`src/rtl/regfile_wb_stage.sv`:
```
// Write-back stage and 32-entry register file: the write-back value sits in a
// one-entry pending register for one cycle, then commits to the array.
module regfile_wb_stage #(
    parameter int DATA_W = 32,
    parameter int ADDR_W = 5
) (
    input  logic              clk,
    input  logic              rst,
    input  logic              wb_en,
    input  logic              wb_sel,
    input  logic [ADDR_W-1:0] wb_addr,
    input  logic [DATA_W-1:0] alu_out,
    input  logic [DATA_W-1:0] mem_out,
    input  logic [ADDR_W-1:0] rd_addr1,
    input  logic [ADDR_W-1:0] rd_addr2,
    output logic [DATA_W-1:0] rd_data1,
    output logic [DATA_W-1:0] rd_data2,
    output logic              wb_pending,
    output logic [ADDR_W-1:0] wb_pend_addr
);

    localparam int NREGS = 1 << ADDR_W;

    logic              pend_valid_q, pend_valid_d;
    logic [ADDR_W-1:0] pend_addr_q,  pend_addr_d;
    logic [DATA_W-1:0] pend_data_q,  pend_data_d;
    logic [DATA_W-1:0] regs_q [NREGS];
    logic [DATA_W-1:0] regs_d [NREGS];

    // Capture: writes to register 0 are dropped here so they never become pending.
    always_comb begin
        pend_valid_d = 1'b0;
        pend_addr_d  = pend_addr_q;
        pend_data_d  = pend_data_q;
        if (wb_en && (wb_addr != '0)) begin
            pend_valid_d = 1'b1;
            pend_addr_d  = wb_addr;
            pend_data_d  = wb_sel ? mem_out : alu_out;
        end
    end

    // Commit: the entry captured on the previous edge lands in the array.
    always_comb begin
        for (int i = 0; i < NREGS; i++) begin
            regs_d[i] = regs_q[i];
        end
        if (pend_valid_q) begin
            regs_d[pend_addr_q] = pend_data_q;
        end
    end

    always_ff @(posedge clk) begin
        if (rst) begin
            pend_valid_q <= 1'b0;
            pend_addr_q  <= '0;
            pend_data_q  <= '0;
            for (int i = 0; i < NREGS; i++) begin
                regs_q[i] <= '0;
            end
        end else begin
            pend_valid_q <= pend_valid_d;
            pend_addr_q  <= pend_addr_d;
            pend_data_q  <= pend_data_d;
            for (int i = 0; i < NREGS; i++) begin
                regs_q[i] <= regs_d[i];
            end
        end
    end

    // Read priority: address 0, then the pending entry, then the array.
    always_comb begin
        rd_data1 = regs_q[rd_addr1];
        if (pend_valid_q && (rd_addr1 == pend_addr_q)) begin
            rd_data1 = pend_data_q;
        end
        if (rd_addr1 == '0) begin
            rd_data1 = '0;
        end
    end

    always_comb begin
        rd_data2 = regs_q[rd_addr2];
        if (pend_valid_q && (rd_addr2 == pend_addr_q)) begin
            rd_data2 = pend_data_q;
        end
        if (rd_addr2 == '0) begin
            rd_data2 = '0;
        end
    end

    assign wb_pending   = pend_valid_q;
    assign wb_pend_addr = pend_addr_q;

endmodule

```
`config.mk`:
```
export PLATFORM = sky130hd
export DESIGN_NAME = regfile_wb_stage
export DESIGN_NICKNAME = d
export VERILOG_FILES = /design/src/rtl/regfile_wb_stage.sv
export SDC_FILE = /design/constraint.sdc
export NUM_CORES = 2
export LEC_CHECK = 0
export CORE_MARGIN = 4
export CORE_UTILIZATION = 25
export DETAILED_ROUTE_END_ITERATION = 10
export GPL_TIMING_DRIVEN = 0
export MAX_ROUTING_LAYER = met4
export PLACE_DENSITY_LB_ADDON = 0.05
export SLEW_MARGIN = 20
export SYNTH_ARGS = -nofsm -noshare
export SYNTH_HDL_FRONTEND = slang
export SYNTH_SLANG_ARGS = --single-unit
```
`constraint.sdc`:
```
create_clock -name clk -period 5.3 [get_ports clk]
set_clock_uncertainty 0.2 [all_clocks]
set_input_delay 0.53 -clock clk [delete_from_list [all_inputs] [get_ports clk]]
set_output_delay 0.53 -clock clk [all_outputs]
set_load 0.005 [all_outputs]
```
==> run metrics <==
maximum clock frequency 181 MHz; Slowest cell on crit path sky130_fd_sc_hd__a22oi_1; Lkg Pwr 20.6 nW; Register Area 21,300 um2; Largest stage delay, worst path 0.79 ns; wire length of the first global-routing pass 474,000 um; layout cells sized above 1 13.4%; via count of the first global-routing pass 49,001; Longest Clk Path Bufs 3; CTS clock-pin slew for the worst setup and hold paths 0.05 ns; Via density 5.61; gate count after technology mapping 6,281; TritonCTS buffer count 141; slew at the pin closest to its max-slew limit 1.34 ns; pin count of the biggest net entering global routing 17; number of different library cells in the post-synthesis netlist 56; post-layout worst setup margin -0.215 ns; WL final 366,000 um; Final Power 0.0203 W; max-slew violation count 0; Core Footprint 215,000 um2; TritonCTS clock tree done; Final period util 104%; FF-to-FF setup slack 1.26 ns; number of hold-slack violations in the final timing report 0; CTS root buffer sky130_fd_sc_hd__clkbuf_16; setup violators final 19; count of pins on the block boundary 153; gpl congestion 1.05; RSZ-0062 raised after global routing true; antenna violations before repair 28; number of routed nets with antenna violations 0; initial core utilization 25.2%; wire per inst 38.4 um; largest fanout of any net on the critical path 10; leading cell types by total area after synthesis sky130_fd_sc_hd__dfxtp_1 (39%), sky130_fd_sc_hd__mux4_2 (17%), sky130_fd_sc_hd__nand2_1 (15%); total via count after detailed routing 53,623; startpoint type of the worst setup path input port; number of synthesized flops with an enable pin 0; prevailing post-synth register cell sky130_fd_sc_hd__dfxtp_1; most common cell after layout, fill and taps aside sky130_fd_sc_hd__nand2_1; failing checks setup timing; termination of the worst setup path rd_data2[9]; 1st-iter DRT viols 7,115; Worst setup startpoint rd_addr2[1]; final instance area 64,400 um2; first-pass detailed-route iteration total 8; Arrival @ worst endpoint 4.78 ns; Max-Slew Margin vs Limit 10.6%; most used cells in the layout excluding fill and tap cells sky130_fd_sc_hd__nand2_1 (2,130), sky130_fd_sc_hd__a21oi_1 (1,131), sky130_fd_sc_hd__dfxtp_1 (1,062), sky130_fd_sc_hd__clkbuf_1 (479), sky130_fd_sc_hd__mux4_2 (405); die span in x 473 um; combined area of the multi-input logic cells 30,100 um2; sequential cell area fraction in the yosys report 39.3%; number of H-tree levels 4; area of the die 224,000 um2; cell area after synthesis 54,000 um2; R2R Path End regs_q[25][25]; Most common cell on crit path sky130_fd_sc_hd__buf_2; clock period minus final worst setup slack 5.51 ns; worst hold path class in2reg; Placed Area 59,500 um2; Overflow after GRT 0; critical path capture point type output port; status finished with violations; combined global-route utilization of all metal layers 32.6%; layout net count 6,672; Yosys top cell by area sky130_fd_sc_hd__dfxtp_1; later-pin clock latency in the skew report 0.81 ns; worst reg2reg path depth 7; Critical Path, Cell by Cell buf_2 > buf_2 > buf_2 > mux4_2 > a22oi_1 > a21oi_1 > a211o_1 > clkdlybuf4s50_1; critical path required time 4.57 ns; total of flip-flops plus latches after synthesis 1,062; maximum ir drop on the vdd rail 0.000334 V; nets in the synthesized netlist 6,364; max-cap check violation count 0; Setup WS pre-CTS -0.957 ns; relative area change from synthesis to final layout 19.2%; proportion of synthesized flip-flops having asynchronous set or reset 0%; area fraction of the dominant cell type after synthesis 39.3%; hold buffers post-CTS 0; average cell area after synthesis 8.60 um2; std cell rows 170; detailed placer's ending HPWL 279,000 um; post-route DRC violation count 0; power density over the cells 316 nW/um2; layout filler cell count 23,063; input/output buffers 144; start of the worst register-to-register path wb_pend_addr[3]; floorplan die height 473 um; class of the most critical setup path in2out; synth warn 0; CTS sink cnt 1,062
==> timing repair <==
item	in CTS	in global routing
setup buffers	3	0
gates resized for setup	43	2
pin swaps	1	0
setup endpoints to repair	49	9
gates cloned	0	0
==> Yosys cell counts, types with 4 or more instances <==
library cell and number:
sky130_fd_sc_hd__buf_2 90, sky130_fd_sc_hd__mux2_2 6, sky130_fd_sc_hd__nand2_1 2133, sky130_fd_sc_hd__nor4_1 4, sky130_fd_sc_hd__o21ai_0 14, sky130_fd_sc_hd__xnor2_1 10
sky130_fd_sc_hd__and2_1 4, sky130_fd_sc_hd__nor2_1 81, sky130_fd_sc_hd__a211oi_1 35, sky130_fd_sc_hd__a221oi_1 16, sky130_fd_sc_hd__nor2b_1 10, sky130_fd_sc_hd__o21ai_1 6
sky130_fd_sc_hd__o221ai_1 10, sky130_fd_sc_hd__or3b_1 4, sky130_fd_sc_hd__clkbuf_1 500, sky130_fd_sc_hd__a31oi_1 6, sky130_fd_sc_hd__o221a_1 23, sky130_fd_sc_hd__a22oi_1 184
sky130_fd_sc_hd__nor3b_1 5, sky130_fd_sc_hd__o211ai_1 21, sky130_fd_sc_hd__mux2i_1 286, sky130_fd_sc_hd__buf_1 16, sky130_fd_sc_hd__and3b_1 5, sky130_fd_sc_hd__nand3_1 40
sky130_fd_sc_hd__buf_4 41, sky130_fd_sc_hd__nor3_1 7, sky130_fd_sc_hd__a211o_1 32, sky130_fd_sc_hd__nand3b_1 4, sky130_fd_sc_hd__a21oi_1 1131, sky130_fd_sc_hd__o21a_1 5
sky130_fd_sc_hd__dfxtp_1 1062, sky130_fd_sc_hd__o22a_1 4, sky130_fd_sc_hd__a22o_1 6, sky130_fd_sc_hd__o2111ai_1 10, sky130_fd_sc_hd__mux4_2 405, sky130_fd_sc_hd__o22ai_1 10
sky130_fd_sc_hd__buf_6 16, sky130_fd_sc_hd__nand2b_1 6
==> logic make-up after synthesis <==
group	count (synthesis)	synth area share, %
compound gates	1520	16.1
simple gates	2324	16.7
xor+xnor	10	0.162
mux	700	22.4
buf+inv	665	5.34
flops	1062	39.3
==> metal layers <==
metal | GRT usage [%] | share of wire, % | vias to the layer above
met3 | 6.79 | 8.1 | 676
met4 | 16.3 | 6.0 | 0
met5 | - | 0 | -
li1 | - | - | 22691
met1 | 41.5 | 42 | 27431
met2 | 49.2 | 44 | 2825
==> flip-flops by register name, indices dropped and copies added (netlist names) <==
register      count
pend_data_q      32
wb_pend_addr      5
wb_pending        1
regs_q         1024
==> worst min path at each step <==
stage,depth (start not counted),end,slack (ns),from
6_report,3,wb_pend_addr[1],0.12,wb_addr[1]
5_1_grt,3,wb_pend_addr[2],0.12,wb_addr[2]
4_1_cts,3,wb_pend_addr[1],0.07,wb_addr[1]
3_5_place_dp,2,regs_q[11][20],0.26,regs_q[11][20]
3_3_place_gp,2,regs_q[10][23],0.25,regs_q[10][23]
2_1_floorplan,2,regs_q[12][29],0.24,regs_q[12][29]
==> critical path: cells and delay by family <==
kind	cells	cell delay, ns
buffers and inverters	4	2.43
AOI/OAI and AO/OA	3	1.31
muxes	1	0.43
==> through the flow <==
stage	cells	setup TNS, ns	util, %	hold slack (ns)
detailed placement	9279	-20.10	27.7	0.259
global route	9545	0	30.0	0.122
finish	9554	-1.87	30.0	0.120
CTS	9528	0	29.9	0.0675
floorplan	6281	0	-	0.242
global placement	9263	-61.17	27.5	0.251
==> final cells by class <==
type | instances | area share [%]
inverters | 2 | 0.0194
multi-input cells | 4554 | 46.7
clock inverters | 36 | 0.643
well taps | 2838 | 5.51
clock buffers | 211 | 6.50
repair buffers | 166 | 2.86
plain buffers | 662 | 4.64
diodes | 23 | 0.0894
flip-flops and latches | 1062 | 33.0
==> report_power, final <==
| group | switching (W) | internal [W] | leakage (nW) | total (W) |
|---|---|---|---|---|
| clock | 0.00416 | 0.00571 | 2.27 | 0.00986 |
| combinational | 0.00187 | 0.000557 | 9.76 | 0.00243 |
| sequential | 0.0000204 | 0.00802 | 8.56 | 0.00804 |
(Power assumes the default switching activity.)
